[config.mk]
export PLATFORM = sky130hd
export DESIGN_NAME = clk_freq_mon
export DESIGN_NICKNAME = d
export VERILOG_FILES = /design/src/rtl/clk_freq_mon.sv
export SDC_FILE = /design/constraint.sdc
export NUM_CORES = 1
export LEC_CHECK = 0
export ABC_AREA = 1
export CORE_UTILIZATION = 50
export CTS_BUF_LIST = sky130_fd_sc_hd__clkbuf_16
export CTS_CLUSTER_SIZE = 16
export DETAILED_ROUTE_END_ITERATION = 7
export PLACE_DENSITY = 0.74
export SLEW_MARGIN = 5
export SYNTH_ARGS = -nofsm -noshare
export SYNTH_HDL_FRONTEND = slang
export SYNTH_SLANG_ARGS = --single-unit
[constraint.sdc]
create_clock -name clk -period 9.6 [get_ports clk]
set_clock_uncertainty 0.05 [all_clocks]
set_input_delay 2.4 -clock clk [delete_from_list [all_inputs] [get_ports clk]]
set_output_delay 2.4 -clock clk [all_outputs]
set_load 0.05 [all_outputs]
[src/rtl/clk_freq_mon.sv]
// Divided-clock period monitor: samples mon_clk_i in the clk domain, measures the
// rise-to-rise period in clk cycles and flags out-of-tolerance periods or a stalled clock.
module clk_freq_mon #(
   parameter int              CNT_W    = 16,
   parameter int              SYNC_STG = 2,
   parameter logic [CNT_W-1:0] TIMEOUT = 16'hFFFF
) (
   input  logic             clk,
   input  logic             rst_n,
   input  logic             mon_clk_i,
   input  logic             en_i,
   input  logic             clr_i,
   input  logic [CNT_W-1:0] exp_period_i,
   input  logic [CNT_W-1:0] tol_i,
   output logic [CNT_W-1:0] period_o,
   output logic             period_vld_o,
   output logic             err_o,
   output logic             lost_o,
   output logic [7:0]       err_cnt_o
);

   typedef enum logic [1:0] {
      ST_IDLE = 2'd0,
      ST_ARM  = 2'd1,
      ST_MEAS = 2'd2
   } state_t;

   state_t             state_q, state_d;
   logic [SYNC_STG-1:0] sync_q;
   logic               prev_q;
   logic [CNT_W-1:0]   cnt_q, cnt_d;
   logic [CNT_W-1:0]   period_q, period_d;
   logic               vld_q, vld_d;
   logic               err_q, err_d;
   logic               lost_q, lost_d;
   logic [7:0]         err_cnt_q, err_cnt_d;
   logic               rise_s;
   logic               report_s;
   logic               lost_ev_s;
   logic [7:0]         err_cnt_base_s;
   logic [CNT_W:0]     diff_s;

   function automatic logic [CNT_W:0] abs_diff(input logic [CNT_W-1:0] a,
                                                input logic [CNT_W-1:0] b);
      if (a >= b) begin
         return {1'b0, a} - {1'b0, b};
      end else begin
         return {1'b0, b} - {1'b0, a};
      end
   endfunction

   assign rise_s = sync_q[SYNC_STG-1] & ~prev_q;
   assign diff_s = abs_diff(cnt_q, exp_period_i);

   // Synchronizer chain and edge-detect flop run regardless of FSM state
   always_ff @(posedge clk or negedge rst_n) begin
      if (!rst_n) begin
         sync_q <= '0;
         prev_q <= 1'b0;
      end else begin
         sync_q <= {sync_q[SYNC_STG-2:0], mon_clk_i};
         prev_q <= sync_q[SYNC_STG-1];
      end
   end

   // FSM next state and counter
   always_comb begin
      state_d   = state_q;
      cnt_d     = cnt_q;
      report_s  = 1'b0;
      lost_ev_s = 1'b0;
      if (!en_i) begin
         state_d = ST_IDLE;
         cnt_d   = '0;
      end else begin
         case (state_q)
            ST_IDLE: begin
               state_d = ST_ARM;
               cnt_d   = '0;
            end
            ST_ARM: begin
               if (rise_s) begin
                  state_d = ST_MEAS;
                  cnt_d   = CNT_W'(1);
               end else if (cnt_q == TIMEOUT) begin
                  lost_ev_s = 1'b1;
                  cnt_d     = '0;
               end else begin
                  cnt_d = cnt_q + CNT_W'(1);
               end
            end
            ST_MEAS: begin
               if (rise_s) begin
                  report_s = 1'b1;
                  cnt_d    = CNT_W'(1);
               end else if (cnt_q == TIMEOUT) begin
                  lost_ev_s = 1'b1;
                  state_d   = ST_ARM;
                  cnt_d     = '0;
               end else begin
                  cnt_d = cnt_q + CNT_W'(1);
               end
            end
            default: begin
               state_d = ST_IDLE;
               cnt_d   = '0;
            end
         endcase
      end
   end

   // Result and sticky status; a new event in the same cycle as clr_i wins
   always_comb begin
      period_d       = period_q;
      vld_d          = 1'b0;
      err_d          = err_q;
      lost_d         = lost_q;
      err_cnt_base_s = err_cnt_q;
      if (clr_i) begin
         err_d          = 1'b0;
         lost_d         = 1'b0;
         err_cnt_base_s = 8'h00;
      end else begin
         err_cnt_base_s = err_cnt_q;
      end
      err_cnt_d = err_cnt_base_s;
      if (report_s) begin
         period_d = cnt_q;
         vld_d    = 1'b1;
         if (diff_s > {1'b0, tol_i}) begin
            err_d = 1'b1;
            if (err_cnt_base_s == 8'hFF) begin
               err_cnt_d = 8'hFF;
            end else begin
               err_cnt_d = err_cnt_base_s + 8'd1;
            end
         end else begin
            err_cnt_d = err_cnt_base_s;
         end
      end else begin
         period_d = period_q;
      end
      if (lost_ev_s) begin
         lost_d = 1'b1;
      end else begin
         lost_d = lost_d;
      end
   end

   // State and output registers
   always_ff @(posedge clk or negedge rst_n) begin
      if (!rst_n) begin
         state_q   <= ST_IDLE;
         cnt_q     <= '0;
         period_q  <= '0;
         vld_q     <= 1'b0;
         err_q     <= 1'b0;
         lost_q    <= 1'b0;
         err_cnt_q <= 8'h00;
      end else begin
         state_q   <= state_d;
         cnt_q     <= cnt_d;
         period_q  <= period_d;
         vld_q     <= vld_d;
         err_q     <= err_d;
         lost_q    <= lost_d;
         err_cnt_q <= err_cnt_d;
      end
   end

   assign period_o     = period_q;
   assign period_vld_o = vld_q;
   assign err_o        = err_q;
   assign lost_o       = lost_q;
   assign err_cnt_o    = err_cnt_q;

endmodule
==> impl_metrics.toml <==
[worst_setup_path]
crit_top_cell = "nand2_1"
r2r_slack_ns = 5.38
slowest_delay_ns = 0.52
crit_family = "simple AND/OR/NAND/NOR gates"
slowest_stage = "clkdlybuf4s50_1"
worstPathRequired_ns = 9.73
worstPathArrival_ns = 6.50
worst-path-max-fanout = 20
startpoint_type = "input pin"
crit_buf_inv = 5
rr_startpoint = "cnt_q[0]"
rr_worst_depth = 20
crit_type = "input pin to flip-flop"
end_kind = "flip-flop"
r2r-end = "err_cnt_o[3]"

[route]
vias_per_cell = 5.07
wirelength_mm = 11.3
detailroute.via_count = 4238
drc = 0
firstDrtPassIters = 5
antenna_left = 0
wl_per_cell_um = 13.5
drtIter0Drc = 182

[floorplanning]
rows = 34
core-area_sq_um = 8760
dieArea_sq_um = 9480
die-width_um = 97.3
io_pins = 64
die_h_um = 97.3
initial_utilization_pct = 51.9

[clock_tree]
clock_sinks = 48
hold_buffers = 0
cts_tree = "yes"
insertion_delay_ns = 0.29
cts-buffers-inserted = 5
cts_root_buf = "clkbuf_16"
post_cts_buffers = 0
cts.clk_slew.worst_paths_ns = 0.08
cts_buffer_depth = 2
cts-resized-gates = 0
cts.htree.levels = 2

[place]
placed_area_sq_um = 5230
dp_hpwl_mm = 9.26
finalWeightedCongestion = 0.891
portBuffers = 63

[synth]
synth-seq-cells = 48
ys_async_sr_fraction_pct = 100
syn-mean-instance-area_sq_um = 6.79
yosysSeqAreaShare_pct = 26.4
synth_edf_count = 0
synth.area.top_cells = "dfrtp_1, nand2_1, ha_1"
synth.distinct_cells = 39
synth_cells = 669
synth_top_cell_area_share_pct = 26.4
synth_ff_type = "dfrtp_1"
ys_top_cells_by_count = "nand2_1, inv_1, ha_1, nor2_1, dfrtp_1"
ys_warn_count = 0
yosysTopAreaCell = "dfrtp_1"
yosysMostFrequentCell = "nand2_1"
syn_area_sq_um = 4550
synth.net_count = 761

[power]
vdd_drop_max_mv = 0.110
power_density_nw_per_um2 = 113
finalPower_uw = 608
p_leak_uw = 0.00276

[worst_hold_path]
hold_class = "flip-flop to flip-flop"
holdCritStartpoint = "sync_q[0]"
hold_end = "sync_q[1]"
hold_depth = 0

[timing]
fmax_mhz = 157
fin_setup_tns_ns = 0
finalCritPeriodShare_pct = 66.3
hold_ws_ns = 0.302
fin_crit_ns = 6.37
drv_slew = 0
finalSetupViolations = 0
rsz0062_at_grt = "false"
hold_viol_final = 0
slew_headroom_pct = 28.5
tightest_slew_ns = 1.07

[finish]
final_area_sq_um = 5380
diodes = 0
final_nets = 819
drive_gt1_share_pct = 5.49
areaGrowthSynthToFinish_pct = 18.2

[global_routing]
grt_pass1_wl_mm = 19.2
grtUsageMet2_pct = 41.8
grt_pass1_vias = 4157
grt_use_met3_pct = 2.37
globalRoute.totalOverflow = 0
use_met1_pct = 34.3
antenna_found_initial = 0
top_usage_layer = "met2"
grt_max_degree = 49
gr-usage-all-layers_pct = 24.5

[run_status]
outcome = "finished, final reports clean"

[flow_run]
maxCapViolCount = 0
-- flip-flops by register name, indices dropped and copies added (netlist names) --
register      cells
cnt_q            16
period_o         16
err_o             1
period_vld_o      1
sync_q            2
prev_q            1
state_q           2
err_cnt_o         8
lost_o            1
-- power breakdown --
group | total, uW | switching (uW) | internal, uW
Sequential | 223 | 9.95 | 213
Clock | 183 | 84.0 | 98.6
Combinational | 202 | 126 | 76.3
Total | 608 | 220 | 388
-- metal layers --
layer,vias up,share of wire (%)
met5,-,0
met4,0,0.73
li1,2215,-
met1,1938,49
met3,7,3.3
met2,78,47
-- worst reg2reg max path, cell delays in order (launching register included) --
cell and delay, ns:
dfrtp_1 0.42, inv_1 0.19, ha_1 0.22, inv_1 0.10
fa_1 0.41, nand3_1 0.09, nand2_1 0.14, a21oi_1 0.31
o21ai_0 0.20, xor2_1 0.27, nand2_1 0.08, nand2_1 0.07
inv_1 0.05, ha_1 0.28, and3_1 0.21, a41oi_1 0.29
nand2_1 0.16, nand2_1 0.31, inv_1 0.16, nand2_1 0.08
nand2_1 0.05
-- per-stage QoR --
step	setup WS, ns	utilization, %	instances
floorplan	4.26	-	669
global placement	3.13	59.6	828
detailed placement	2.93	59.6	828
CTS	3.23	61.3	836
global route	2.77	61.3	836
finish	3.23	61.3	836
-- area by class of cell --
cell class	count	area, sq um
multi-input combinational	489	2810
fill	826	3390
timing repair buffer	64	633
tap	108	135
clock buffer	5	125
clock inverter	3	25.0
inverter	119	449
sequential	48	1200
-- layout by cell type, fill, tap and decap left out, types with 5 or more instances in the layout --
cell and count:
a21oi_1 45, clkbuf_16 5, clkdlybuf4s50_1 62, dfrtp_1 48
ha_1 53, inv_1 114, nand2_1 179, nand2_2 9
nand3_1 35, nand4_1 5, nor2_1 53, nor3_1 11
o21ai_0 33, xor2_1 22
-- kinds of logic after synthesis --
logic type / Yosys count / share of synthesized area [%]
simple gates: 314 / 30.3
buf+inv: 132 / 11.8
compound gates: 95 / 11.2
fa+ha+maj: 55 / 15.5
flops: 48 / 26.4
xor+xnor: 25 / 4.82
-- worst max path at each step --
stage / startpoint / end / slack, ns / cells after the start
floorplan: exp_period_i[10] / err_cnt_o[6] / 4.26 / 31
global placement: exp_period_i[11] / err_cnt_o[2] / 3.13 / 29
detailed placement: exp_period_i[11] / err_cnt_o[3] / 2.93 / 29
CTS: exp_period_i[11] / err_cnt_o[3] / 3.23 / 29
global route: exp_period_i[11] / err_cnt_o[2] / 2.77 / 29
finish: exp_period_i[11] / err_cnt_o[3] / 3.23 / 29
Power figures use the tool's default switching activity.
